### src/rtl/dmem_access_ctrl.sv
// Data-memory access controller: MEM-stage load/store to a word-addressed req/ack bus,
// with byte-lane steering, load extension, alignment/illegal checks and bus timeout.
module dmem_access_ctrl #(
   parameter int unsigned TIMEOUT = 255
) (
   input  logic        clk,
   input  logic        reset,
   input  logic        valid,
   input  logic        mem_read,
   input  logic        mem_write,
   input  logic [1:0]  inst_size,
   input  logic        load_unsigned,
   input  logic [31:0] addr,
   input  logic [31:0] wdata,
   output logic        stall,
   output logic        done,
   output logic [31:0] rdata,
   output logic        fault,
   output logic [1:0]  fault_cause,
   output logic        bus_req,
   output logic        bus_we,
   output logic [31:0] bus_addr,
   output logic [3:0]  bus_be,
   output logic [31:0] bus_wdata,
   input  logic [31:0] bus_rdata,
   input  logic        bus_ack
);

   localparam logic [15:0] TMO = 16'(TIMEOUT);

   localparam logic [1:0] SZ_WORD = 2'b00;
   localparam logic [1:0] SZ_HALF = 2'b01;
   localparam logic [1:0] SZ_BYTE = 2'b10;

   localparam logic [1:0] CAUSE_MISALIGN = 2'b01;
   localparam logic [1:0] CAUSE_TIMEOUT  = 2'b10;
   localparam logic [1:0] CAUSE_ILLEGAL  = 2'b11;

   typedef enum logic [1:0] {IDLE, BUSY, DONE, FAULT} state_t;

   typedef struct packed {
      logic        req;
      logic        we;
      logic [31:0] addr;
      logic [3:0]  be;
      logic [31:0] wdata;
   } bus_req_t;

   state_t      state, state_nxt;
   bus_req_t    breq, breq_nxt;
   logic [15:0] wait_cnt;
   logic [1:0]  size_q;
   logic [1:0]  lane_q;
   logic        uns_q;

   logic        start, illegal, misaligned, timeout_hit;
   logic [31:0] load_val;
   logic [7:0]  ld_byte;
   logic [15:0] ld_half;

   assign start       = valid & (mem_read | mem_write);
   assign illegal     = (mem_read & mem_write) | (inst_size == 2'b11);
   assign misaligned  = ((inst_size == SZ_HALF) & addr[0]) |
                        ((inst_size == SZ_WORD) & (addr[1:0] != 2'b00));
   assign timeout_hit = (wait_cnt == TMO) & ~bus_ack;

   // Bus request fields for a legal access, steered onto the addressed byte lanes
   always_comb begin
      breq_nxt       = '0;
      breq_nxt.req   = 1'b1;
      breq_nxt.we    = mem_write;
      breq_nxt.addr  = {addr[31:2], 2'b00};
      case (inst_size)
         SZ_BYTE: begin
            breq_nxt.be    = 4'b0001 << addr[1:0];
            breq_nxt.wdata = {4{wdata[7:0]}};
         end
         SZ_HALF: begin
            breq_nxt.be    = addr[1] ? 4'b1100 : 4'b0011;
            breq_nxt.wdata = {2{wdata[15:0]}};
         end
         default: begin
            breq_nxt.be    = 4'b1111;
            breq_nxt.wdata = wdata;
         end
      endcase
   end

   // Load alignment uses the lane/size captured at accept time
   always_comb begin
      ld_byte  = bus_rdata[8*lane_q +: 8];
      ld_half  = lane_q[1] ? bus_rdata[31:16] : bus_rdata[15:0];
      load_val = bus_rdata;
      if (breq.we)
         load_val = '0;
      else if (size_q == SZ_BYTE)
         load_val = {{24{~uns_q & ld_byte[7]}}, ld_byte};
      else if (size_q == SZ_HALF)
         load_val = {{16{~uns_q & ld_half[15]}}, ld_half};
   end

   always_ff @(posedge clk) begin
      if (reset) state <= IDLE;
      else       state <= state_nxt;
   end

   always_comb begin
      state_nxt = state;
      case (state)
         IDLE:    if (start) state_nxt = (illegal | misaligned) ? FAULT : BUSY;
         BUSY:    if (bus_ack) state_nxt = DONE;
                  else if (timeout_hit) state_nxt = FAULT;
         DONE:    state_nxt = IDLE;
         FAULT:   state_nxt = IDLE;
         default: state_nxt = IDLE;
      endcase
   end

   always_comb begin
      stall = 1'b0;
      done  = 1'b0;
      fault = 1'b0;
      case (state)
         IDLE:    stall = start;
         BUSY:    stall = 1'b1;
         DONE:    done  = 1'b1;
         FAULT:   fault = 1'b1;
         default: ;
      endcase
   end

   always_ff @(posedge clk) begin
      if (reset) begin
         breq        <= '0;
         wait_cnt    <= '0;
         rdata       <= '0;
         fault_cause <= '0;
         size_q      <= '0;
         lane_q      <= '0;
         uns_q       <= 1'b0;
      end else begin
         case (state)
            IDLE: if (start) begin
               if (illegal)
                  fault_cause <= CAUSE_ILLEGAL;
               else if (misaligned)
                  fault_cause <= CAUSE_MISALIGN;
               else begin
                  breq     <= breq_nxt;
                  wait_cnt <= '0;
                  size_q   <= inst_size;
                  lane_q   <= addr[1:0];
                  uns_q    <= load_unsigned;
               end
            end
            BUSY: begin
               if (bus_ack) begin
                  breq.req <= 1'b0;
                  rdata    <= load_val;
               end else if (timeout_hit) begin
                  breq.req    <= 1'b0;
                  fault_cause <= CAUSE_TIMEOUT;
               end else
                  wait_cnt <= wait_cnt + 16'd1;
            end
            default: ;
         endcase
      end
   end

   assign bus_req   = breq.req;
   assign bus_we    = breq.we;
   assign bus_addr  = breq.addr;
   assign bus_be    = breq.be;
   assign bus_wdata = breq.wdata;

endmodule

### config.mk
export PLATFORM = sky130hd
export DESIGN_NAME = dmem_access_ctrl
export DESIGN_NICKNAME = d
export VERILOG_FILES = /design/src/rtl/dmem_access_ctrl.sv
export SDC_FILE = /design/constraint.sdc
export NUM_CORES = 1
export LEC_CHECK = 0
export ABC_AREA = 1
export BUFFER_PORTS_ARGS = -buffer_cell sky130_fd_sc_hd__buf_2
export CAP_MARGIN = 5
export CORE_MARGIN = 3
export CORE_UTILIZATION = 43
export CTS_CLUSTER_SIZE = 8
export DETAILED_ROUTE_END_ITERATION = 10
export GPL_TIMING_DRIVEN = 0
export PLACE_DENSITY = 0.7
export SLEW_MARGIN = 20
export SYNTH_ARGS = -nofsm -noshare
export SYNTH_HDL_FRONTEND = slang
export SYNTH_SLANG_ARGS = --single-unit
### constraint.sdc
create_clock -name clk -period 4.3 [get_ports clk]
set_clock_uncertainty 0.15 [all_clocks]
set_input_delay 0.86 -clock clk [delete_from_list [all_inputs] [get_ports clk]]
set_output_delay 0.86 -clock clk [all_outputs]
set_load 0.01 [all_outputs]
==> run_results.csv <==
group,metric,value,unit
final_layout,fillers,1487,
timing,rsz0062_at_grt,"no",
critical_path,endpoint_kind,"output pin",
placed_design,io_buffers,208,
grt,antenna_found_initial,2,
floorplan,rows,44,
worst_hold_path,hold_class,"flip-flop to flip-flop",
power,finalPower,3.39,mW
yosys,synth_top_cell_by_area,"dfxtp_1",
floorplan,coreArea,0.0146,sq mm
final_layout,final_common_cell,"nand2_1",
floorplan,initial_utilization,0.444,
clocking,post_cts_buffers,0,
timing,timing.final.hold_violations,0,
timing,whs,0.310,ns
yosys,yosysSeqAreaShare,0.385,
grt,grt_start_max_net_pins,17,
power,powerDensity,403,mW/mm^2
placed_design,dp_cells,1420,
final_layout,finalNetCount,1365,
timing,max_freq,0.397,GHz
detailed_routing,wl,20100,um
critical_path,path_max_fanout,4,
critical_path,startpoint_type,"primary input",
final_layout,diodes,0,
critical_path,path_cells,"buf_2 -> inv_1 -> nand2_1 -> nand3_1 -> nand2_1 -> buf_2",
clocking,cts.clk_slew.worst_paths,0.06,ns
placed_design,postPlaceCellArea,0.00777,sq mm
run,drv_cap,0,
yosys,synth_top_area_share,0.385,
yosys,synthCells,1027,
clocking,clock_latency,0.42,ns
final_layout,final_area,0.00840,sq mm
placed_design,place_congestion,0.934,
critical_path,rr_endpoint,"wait_cnt[2]",
timing,worst_slew_pin_slew,0.608,ns
final_layout,layout.cells.most_common_list,"250 x nand2_1, 217 x buf_2, 196 x nor2_1, 125 x dfxtp_1, 88 x inv_1",
critical_path,r2r-start,"wait_cnt[0]",
yosys,synth-seq-cells,125,
detailed_routing,drc_errors,0,
timing,setup_slack,1.78,ns
critical_path,critPathMaxStageDelay,0.17,ns
power,ir_drop,285,uV
clocking,cts_resized,0,
critical_path,crit_slowest_cell,"buf_2",
run_status,status,"finished, final reports clean",
timing,maxSlewViolCount,0,
yosys,yosysWarnings,0,
critical_path,crit_cells,6,
placed_design,place_ws,1.58,ns
clocking,cts_made_buffers,17,
yosys,yosysUniqueCellTypes,35,
worst_hold_path,hold_start,"bus_wdata[16]",
worst_hold_path,min_path_cells,2,
timing,setup_viol,0,
final_layout,fin_util,0.573,
clocking,htree_num_levels,4,
grt,gr-total-overflow,0,
timing,final.period_utilization,0.586,
yosys,synth.area.top_cells,"dfxtp_1 39%, nand2_1 14%, nor2_1 11%, nand3_1 5.5%, inv_1 5.1%",
clocking,cts_tree,"yes",
critical_path,reg2reg_depth,10,
critical_path,reg2reg_slack,2.37,ns
final_layout,syn_to_final_growth,29.2,%
critical_path,worst-setup-path-type,"primary input to output pin",
clocking,ctsHoldBuffers,0,
clocking,clock_path_buffers,2,
final_layout,stdcell_count,1452,
detailed_routing,drt_iter0_markers,558,
grt,grt.total_usage,0.238,
yosys,syn_avg_cell_area,6.33,sq um
timing,max_slew_margin,0.595,
floorplan,dieWidth,129,um
detailed_routing,ant_nets,0,
yosys,synth_area,0.00650,sq mm
power,leakage,4.33,nW
floorplan,die_h,129,um
clocking,cts-root-buf,"clkbuf_16",
placed_design,post-dp-hpwl,15500,um
floorplan,io_pins,212,
detailed_routing,vias,7162,
critical_path,cpLargestDelayFamily,"simple AND/OR/NAND/NOR gates",
grt,grt_pass1_vias,6447,
critical_path,cp_num_buf_inv,3,
critical_path,worstPathRequired,3.29,ns
final_layout,layout-drive-gt1-share,0.233,
grt,grt_pass1_wl,31800,um
timing,period_needed,2.52,ns
clocking,cts_sinks,125,
detailed_routing,wl_per_cell,13.8,um
floorplan,die_area,0.0166,sq mm
critical_path,arrival,1.51,ns
worst_hold_path,hold_end,"bus_wdata[16]",
detailed_routing,dr.pass1.iters,6,
detailed_routing,via_per_inst,4.93,
timing,fin_setup_tns,0,ns
critical_path,worstSetupStartpoint,"mem_write",
==> kinds of logic (layout without fill, tap and decap cells) <==
family	Yosys count	after routing	synth area share
XOR/XNOR	1	1	0.00135
buffers and inverters	160	400	0.102
AND/OR/NAND/NOR	550	550	0.353
AO/OA/AOI/OAI	185	185	0.148
adder cells (fa/ha/maj)	5	5	0.00963
other	1	2	0.000577
flip-flops	125	125	0.385
==> state kept, by name (all words and copies together) (netlist names) <==
register	cells
state	2
bus_addr	30
fault_cause	2
size_q	2
lane_q	2
bus_req	1
uns_q	1
bus_we	1
rdata	32
bus_be	4
bus_wdata	32
wait_cnt	16
==> layer usage <==
| metal | vias up | GRT usage | share of wire |
|---|---|---|---|
| li1 | 3709 | - | - |
| met1 | 3142 | 0.300 | 0.44 |
| met2 | 279 | 0.390 | 0.46 |
| met3 | 28 | 0.0751 | 0.088 |
| met4 | 4 | 0.0716 | 0.012 |
| met5 | - | 0 | 0.0014 |
==> worst register-to-register path: cells and delay by family, from the launching register on <==
kind / cells / cell delay (ns)
buffers and inverters: 1 / 0.19
AO/OA/AOI/OAI: 1 / 0.12
adder cells (fa/ha/maj): 1 / 0.20
flip-flops: 1 / 0.37
AND/OR/NAND/NOR: 7 / 0.84
==> power breakdown <==
group | internal, mW | switching, mW | total (mW)
Clock | 0.940 | 0.583 | 1.52
Combinational | 0.217 | 0.369 | 0.585
Sequential | 1.23 | 0.0456 | 1.28
Total | 2.39 | 0.997 | 3.39
==> synthesized netlist by cell type, drive strengths merged <==
cell type,n
conb,1
dfxtp,125
nor2,202
nand2,256
ha,5
a21oi,64
nand3,73
inv,96
clkinv,5
a31oi,1
buf,23
clkbuf,36
or2,8
o211ai,8
o21ai,108
o21bai,2
a211oi,1
o31ai,1
nand4,11
xnor2,1
==> cell type report <==
class / count / area [sq um] / share of cell area
Clock inverter: 14 / 184 / 0.0219
Sequential cell: 125 / 2500 / 0.298
Buffer: 59 / 287 / 0.0341
Inverter: 101 / 379 / 0.0451
Clock buffer: 18 / 439 / 0.0523
Timing Repair Buffer: 208 / 1040 / 0.124
Tap cell: 184 / 230 / 0.0274
Multi-Input combinational cell: 743 / 3330 / 0.397
==> how the worst max path moves through the flow <==
stage	to	slack, ns
final	stall	1.78
after global routing	stall	1.67
after CTS	stall	1.77
after detailed placement	bus_req	1.58
after global placement	bus_req	1.61
after floorplan	wait_cnt[13]	2.00
Power figures use the tool's default switching activity.
